--- config.mk ---
export PLATFORM = sky130hd
export DESIGN_NAME = mem_port_arbiter
export DESIGN_NICKNAME = d
export VERILOG_FILES = /design/src/rtl/mem_port_arbiter.sv
export SDC_FILE = /design/constraint.sdc
export NUM_CORES = 1
export LEC_CHECK = 0
export ABC_AREA = 0
export BUFFER_PORTS_ARGS = -buffer_cell sky130_fd_sc_hd__buf_2
export CAP_MARGIN = 5
export CELL_PAD_IN_SITES_DETAIL_PLACEMENT = 1
export CELL_PAD_IN_SITES_GLOBAL_PLACEMENT = 2
export CORE_MARGIN = 2
export CORE_UTILIZATION = 25
export DETAILED_ROUTE_END_ITERATION = 12
export GPL_TIMING_DRIVEN = 0
export PLACE_DENSITY = 0.94
export SYNTH_ARGS = -nofsm -noshare
export SYNTH_HDL_FRONTEND = slang
export SYNTH_SLANG_ARGS = --single-unit
--- constraint.sdc ---
create_clock -name clk -period 3.1 [get_ports clk]
set_clock_uncertainty 0.05 [all_clocks]
set_input_delay 0 -clock clk [delete_from_list [all_inputs] [get_ports clk]]
set_output_delay 0 -clock clk [all_outputs]
set_load 0.005 [all_outputs]
--- src/rtl/mem_port_arbiter.sv ---
// rtl/mem_port_arbiter.sv - one-port fixed-latency memory shared by fetch (IF) and data (DM) stages
// Optional build macro ARB_FAIR_EN: alternate contended grants between IF and DM instead of fixed DM priority.
module mem_port_arbiter #(
    parameter int LAT = 4,
    parameter int AW  = 16,
    parameter int DW  = 16
) (
    input  logic          clk,
    input  logic          rst,
    input  logic          if_req,
    input  logic [AW-1:0] if_addr,
    output logic          if_done,
    output logic [DW-1:0] if_rdata,
    output logic          if_stall,
    output logic          if_err,
    input  logic          dm_req,
    input  logic          dm_wr,
    input  logic [AW-1:0] dm_addr,
    input  logic [DW-1:0] dm_wdata,
    output logic          dm_done,
    output logic [DW-1:0] dm_rdata,
    output logic          dm_stall,
    output logic          dm_err,
    output logic          mem_en,
    output logic          mem_wr,
    output logic [AW-1:0] mem_addr,
    output logic [DW-1:0] mem_wdata,
    input  logic [DW-1:0] mem_rdata
);

    typedef enum logic [2:0] {
        IDLE    = 3'd0,
        BUSY_IF = 3'd1,
        BUSY_DM = 3'd2,
        ERR_IF  = 3'd3,
        ERR_DM  = 3'd4
    } state_t;

    state_t        state, state_nxt;
    logic [3:0]    cnt, cnt_nxt;
    logic [AW-1:0] lat_addr;
    logic [DW-1:0] lat_wdata;
    logic          lat_wr;
    logic          grant_dm;
    logic          accept;
    logic [AW-1:0] sel_addr;

`ifdef ARB_FAIR_EN
    logic last_dm;

    // Remember who won the last contended grant so the other side wins next time.
    always_ff @(posedge clk) begin
        if (rst)
            last_dm <= 1'b0;
        else if (accept && if_req && dm_req)
            last_dm <= grant_dm;
    end

    // Contended requests go to whoever lost last time; uncontended go to the sole requester.
    always_comb begin
        grant_dm = dm_req;
        if (if_req && dm_req)
            grant_dm = ~last_dm;
    end
`else
    // DM has fixed priority over IF.
    always_comb begin
        grant_dm = dm_req;
    end
`endif

    assign accept   = (state == IDLE) && (if_req || dm_req);
    assign sel_addr = grant_dm ? dm_addr : if_addr;
    assign if_stall = if_req & ~if_done;
    assign dm_stall = dm_req & ~dm_done;

    // State, latency counter and the request snapshot that drives memory during the access.
    always_ff @(posedge clk) begin
        if (rst) begin
            state     <= IDLE;
            cnt       <= 4'd0;
            lat_addr  <= '0;
            lat_wdata <= '0;
            lat_wr    <= 1'b0;
        end else begin
            state <= state_nxt;
            cnt   <= cnt_nxt;
            if (accept) begin
                lat_addr  <= sel_addr;
                lat_wdata <= grant_dm ? dm_wdata : '0;
                lat_wr    <= grant_dm & dm_wr;
            end
        end
    end

    // Next state and all outputs; memory command is held from the snapshot while busy.
    always_comb begin
        state_nxt = state;
        cnt_nxt   = cnt;
        mem_en    = 1'b0;
        mem_wr    = 1'b0;
        mem_addr  = '0;
        mem_wdata = '0;
        if_done   = 1'b0;
        if_rdata  = '0;
        if_err    = 1'b0;
        dm_done   = 1'b0;
        dm_rdata  = '0;
        dm_err    = 1'b0;
        case (state)
            IDLE: begin
                if (accept) begin
                    if (sel_addr[0])
                        state_nxt = grant_dm ? ERR_DM : ERR_IF;
                    else begin
                        state_nxt = grant_dm ? BUSY_DM : BUSY_IF;
                        cnt_nxt   = 4'(LAT - 1);
                    end
                end
            end
            BUSY_IF: begin
                mem_en   = 1'b1;
                mem_addr = lat_addr;
                if (cnt == 4'd0) begin
                    if_done   = 1'b1;
                    if_rdata  = mem_rdata;
                    state_nxt = IDLE;
                end else
                    cnt_nxt = cnt - 4'd1;
            end
            BUSY_DM: begin
                mem_en    = 1'b1;
                mem_wr    = lat_wr;
                mem_addr  = lat_addr;
                mem_wdata = lat_wdata;
                if (cnt == 4'd0) begin
                    dm_done   = 1'b1;
                    dm_rdata  = lat_wr ? '0 : mem_rdata;
                    state_nxt = IDLE;
                end else
                    cnt_nxt = cnt - 4'd1;
            end
            ERR_IF: begin
                if_done   = 1'b1;
                if_err    = 1'b1;
                state_nxt = IDLE;
            end
            ERR_DM: begin
                dm_done   = 1'b1;
                dm_err    = 1'b1;
                state_nxt = IDLE;
            end
            default: begin
                state_nxt = IDLE;
                cnt_nxt   = 4'd0;
            end
        endcase
    end

endmodule
Word level (Yosys, flattened, before mapping)
Index checks and enable logic that the tools add are counted.
{"block": "op_classes", "n_mux": 26, "n_reduce_logical": 8, "add_sub_neg": 1, "n_eq_ne": 8, "n_shift": 0, "magnitude_cmp": 0, "bitwise_logic": 6, "multipliers": 0, "n_div": 0}
{"op": "$mux W16", "count": 9}
{"op": "$mux W3", "count": 4}
{"op": "$mux W4", "count": 3}
{"op": "$pmux W4 S3", "count": 1}
{"op": "$eq A3 B2 Y1 const B", "count": 2}
{"op": "$ne A2 B2 Y1 const B", "count": 3}
{"op": "$pmux W3 S2", "count": 1}
{"op": "$mux W1", "count": 5}
{"op": "$logic_not A4 Y1", "count": 1}
{"op": "$pmux W1 S2", "count": 2}
{"op": "$reduce_and A4 Y1", "count": 1}
{"op": "$reduce_or A2 Y1", "count": 2}
{"op": "$sub A4 B1 Y4 const B", "count": 1}
{"op": "$and A1 B1 Y1", "count": 3}
{"op": "$eq A3 B1 Y1 const B", "count": 1}
{"op": "$eq A3 B3 Y1 const B", "count": 1}
{"op": "$logic_not A3 Y1", "count": 1}
{"op": "$not A1 Y1", "count": 3}
{"op": "$mux W2", "count": 1}
{"op": "$ne A2 B1 Y1 const B", "count": 1}
{"op": "$reduce_and A2 Y1", "count": 1}
{"op": "$logic_and A1 B1 Y1", "count": 1}
{"op": "$logic_or A1 B1 Y1", "count": 1}
{"block": "word_totals", "wordCells": 54, "ramBits": 0, "rom_bits": 0, "mem_count": 0, "latch_bits": 0, "ff_bits": 40, "out_inout_bits": 72}

Depth between registers and ports, before layout
{"block": "depth", "word_depth": 5, "ltp_mapped": 7, "ltp_nobuf": 6}

Worst setup path after synthesis
OpenSTA, ideal clock, no wires.
{"block": "synth_path", "kind": "reg2reg", "start": "register cnt[0]", "end": "register cnt[3]", "setup_ps": 135, "t_arrival_ps": 1418, "path_buffers": 0, "path_stages_with_launch": 7, "period_less_slack_ps": 1603, "path_slack_ps": 1497, "required_time_ps": 2915, "path_cell_list": "dfxtp_1 > inv_1 > ha_1 > nor3b_4 > o21ai_1 > o31ai_1 > o32ai_1"}
{"block": "synth_between", "elab_chain_cells": 3, "word_cells_on_any_way": 6, "classes_between": "add/sub: 1; eq/ne: 1; mux: 2; reduce/logical: 2"}
{"item": "start, declared", "line": "40", "source": "logic [3:0] cnt, cnt_nxt;"}
{"item": "start signal, assigned", "line": "87", "source": "cnt <= cnt_nxt;"}
{"item": "$sub A4 B1 Y4 or $logic_not A4 Y1 (tied branches)"}
{"item": "$mux W4 or $ne A2 B2 Y1 (tied branches)"}
{"item": "$pmux W4 S3 or $reduce_and A4 Y1 (tied branches)"}
Parallel ways exist; a longest one is shown, timed or not. The select of a mux whose other input is x is not followed.
A chain may end at the register's enable or synchronous reset.

Worst setup path after layout
{"block": "layout_path", "start": "register cnt[0]", "end": "output if_rdata[5]"}
{"block": "layout_between", "elab_chain_cells": 3}
{"item": "$logic_not A4 Y1", "line": "124", "source": "if (cnt == 4'd0) begin"}
{"item": "$mux W16", "line": "124"}
{"item": "$mux W16", "line": "110", "source": "case (state)"}
{"item": "end, declared", "line": "13", "source": "output logic [DW-1:0] if_rdata,"}
No other way between the ends.

==> flow_summary.ini <==
[final_layout]
fillers = 1150
num_antenna_cells = 0
design_area_um2 = 3435
fin_nets = 505
drive_above_1_share = 0.4138
area_delta_synth_final_pct = 46.48
final_core_util = 0.3753

[yosys]
netlist_area_um2 = 2345
synth_top_family_by_area = simple AND/OR/NAND/NOR gates
synth_warnings = 0
ys_types = 41
synth_cells = 271
ys_ff_latch = 40
synth_ff_type = dfxtp_1
async_flop_share = 0
syn_avg_cell_area_um2 = 8.652
yosys.area_share.simple = 0.3351
synth_edf_count = 0
synth_fa_ha_area_frac = 0.01494
synth-compound-area-share = 0.1740
synth_mux_area_frac = 0.06830
synth.yosys.seq_area_share = 0.3415
synth_xor_area_frac = 0.003735
synthesis.nets = 342

[global_route]
gr-total-overflow = 0
grt_pass1_wl_um = 11920
grt_pass1_vias = 2541
grt_start_max_net_pins = 13
grt_usage = 0.1459
antenna_found_initial = 0

[placed_design]
place_ws_ns = 1.140
place_area_um2 = 3179
place_congestion = 0.7560
portBuffers = 139
dp_hpwl_um = 5937

[timing]
finalCritPeriodShare = 0.7242
fmax_mhz = 445.4
hold_viol = 0
maxSlewViolCount = 0
slew_headroom = 0.5234
finalSetupViolCount = 0
fin_ws_ns = 0.8550
rsz0062_at_grt = false
min_period_ns = 2.245
worst_pin_slew_ns = 0.7150
fin_tns_setup_ns = 0

[setup_path]
required_ns = 3.05
crit_type = flop to output port
rrSetupSlack_ns = 1.18
cp-start-kind = flop
worst-path-max-fanout = 10
cp-end-kind = output port
crit_start = cnt[0]
rr_startpoint = cnt[0]
arrival_ns = 2.20
reg2regPathDepth = 6

[floorplan]
pin_count = 141
die_h_um = 100.8
dieArea_um2 = 10170
core_um2 = 9153
start_util = 0.2562
num_rows = 35
die_w_um = 100.8

[clock_network]
cts_buffers = 5
cts_setup_buffers = 0
root_buffer = clkbuf_8
clockBufferDepth = 2
clock_sinks = 40
cts_tree = done
htreeDepth = 2
path_clk_slew_ns = 0.07
clk_latency_ns = 0.28

[detailed_routing]
postRouteAntennaNets = 0
wl_met1_um = 3239
wl_met2_um = 3709
vias = 2518
wire_per_inst_um = 14.08
detail_route.vias_per_cell = 4.612
drt_iter0_drc = 38
wl_um = 7686
drc = 0
dr.pass1.iters = 4
highest_layer = met4
met3WireLength_um = 635

[worst_hold_path]
hold_path.class = primary input to flop
hp-start = if_req
hold_path_depth = 3

[flow_run]
cap_violations = 0

[power]
irDropWorstVdd_uv = 201.0
p_leak_nw = 1.774
power.density_nw_per_um2 = 406.1

[status]
outcome = finished, final reports clean
==> report_power, final <==
part           internal [W]  switching [W]  total [W]
clock network      0.000161       0.000180   0.000341
registers          0.000568      0.0000319   0.000599
logic              0.000213       0.000242   0.000454
==> layout make-up <==
cell class / count / area (um^2) / share of cell area
multi-input cells: 203 / 1398 / 0.4069
inverters: 8 / 30.03 / 0.008743
plain buffers: 20 / 116.4 / 0.03388
clock inverters: 1 / 8.758 / 0.002550
well taps: 111 / 138.9 / 0.04044
repair buffers: 156 / 865.8 / 0.2521
clock buffers: 7 / 76.32 / 0.02222
flip-flops and latches: 40 / 800.8 / 0.2332
==> final timing paths <==
path / endpoint
worst max-delay path: if_rdata[5]
worst min register to register: lat_addr[0]
worst min-delay path: state[0]
worst max register to register: cnt[3]
==> kinds of logic after synthesis <==
family                     Yosys count
and+or+nand+nor                    136
AOI/OAI and AO/OA                   47
DFF                                 40
muxes                               16
adders and majority gates            3
xor gates and xnor gates             1
buffers and inverters               28
==> state kept, by name, summed over array words and instances, names as in the netlist <==
signal / cells
lat_wdata: 16
lat_wr: 1
cnt: 4
state: 3
lat_addr: 16
==> per-stage QoR <==
stage                     hold slack (ns)  power (W)  std cells
after global placement             0.1909   0.001034        521
after global routing              0.01262   0.001490        546
after floorplan                   0.06034  0.0008875        271
after detailed placement           0.1929   0.001053        521
final                            0.008910   0.001395        546
after CTS                        0.003988   0.001417        546
==> timing repair <==
| action | in CTS | in global routing |
|---|---|---|
| endpoints found under the hold margin | 17 | 0 |
| resized for setup | 0 | 0 |
| hold buffers | 17 | 0 |
==> routing by layer <==
layer / vias up / global-route usage
li1: 1254 / -
met2: 107 / 0.2646
met1: 1148 / 0.1686
met4: 0 / 0.03688
met3: 9 / 0.03953
met5: - / 0
==> synth_stat cells (4+ instances only) <==
library cell / instances / area, um^2
nor3_1: 6 / 30.03
a22oi_1: 17 / 127.6
mux2i_1: 16 / 160.2
and2_1: 67 / 419.2
nand3_1: 4 / 20.02
a211oi_2: 12 / 150.1
nor2_1: 39 / 146.4
clkbuf_1: 5 / 18.77
dfxtp_1: 40 / 800.8
a211oi_1: 4 / 30.03
inv_1: 7 / 26.28
buf_2: 9 / 45.04
buf_4: 4 / 30.03
==> cell usage in the layout (no fill, tap or decap), types with 2 or more instances in the layout <==
cell type / instances
dlygate4sd3_1: 17
o21ai_1: 2
a21oi_1: 2
buf_6: 2
and2_1: 67
dfxtp_1: 40
nor2_1: 39
a211oi_2: 12
o32ai_1: 3
clkbuf_1: 7
nand3_1: 4
clkbuf_8: 5
nor4_1: 2
a211oi_1: 4
inv_1: 7
nor3_1: 6
a31oi_1: 2
and3_1: 3
mux2i_1: 16
nor3b_4: 2
nand2_1: 3
buf_4: 4
a22oi_1: 17
buf_2: 148
ha_1: 2
==> critical path: stages, from the launching register on <==
cell and delay (ns):
dfxtp_1 0.36, inv_1 0.08, ha_1 0.19, nor3b_4 0.39, nor4b_4 0.40, buf_2 0.25, and2_1 0.14, buf_2 0.11
No activity file was read; power rests on OpenSTA's default activity.
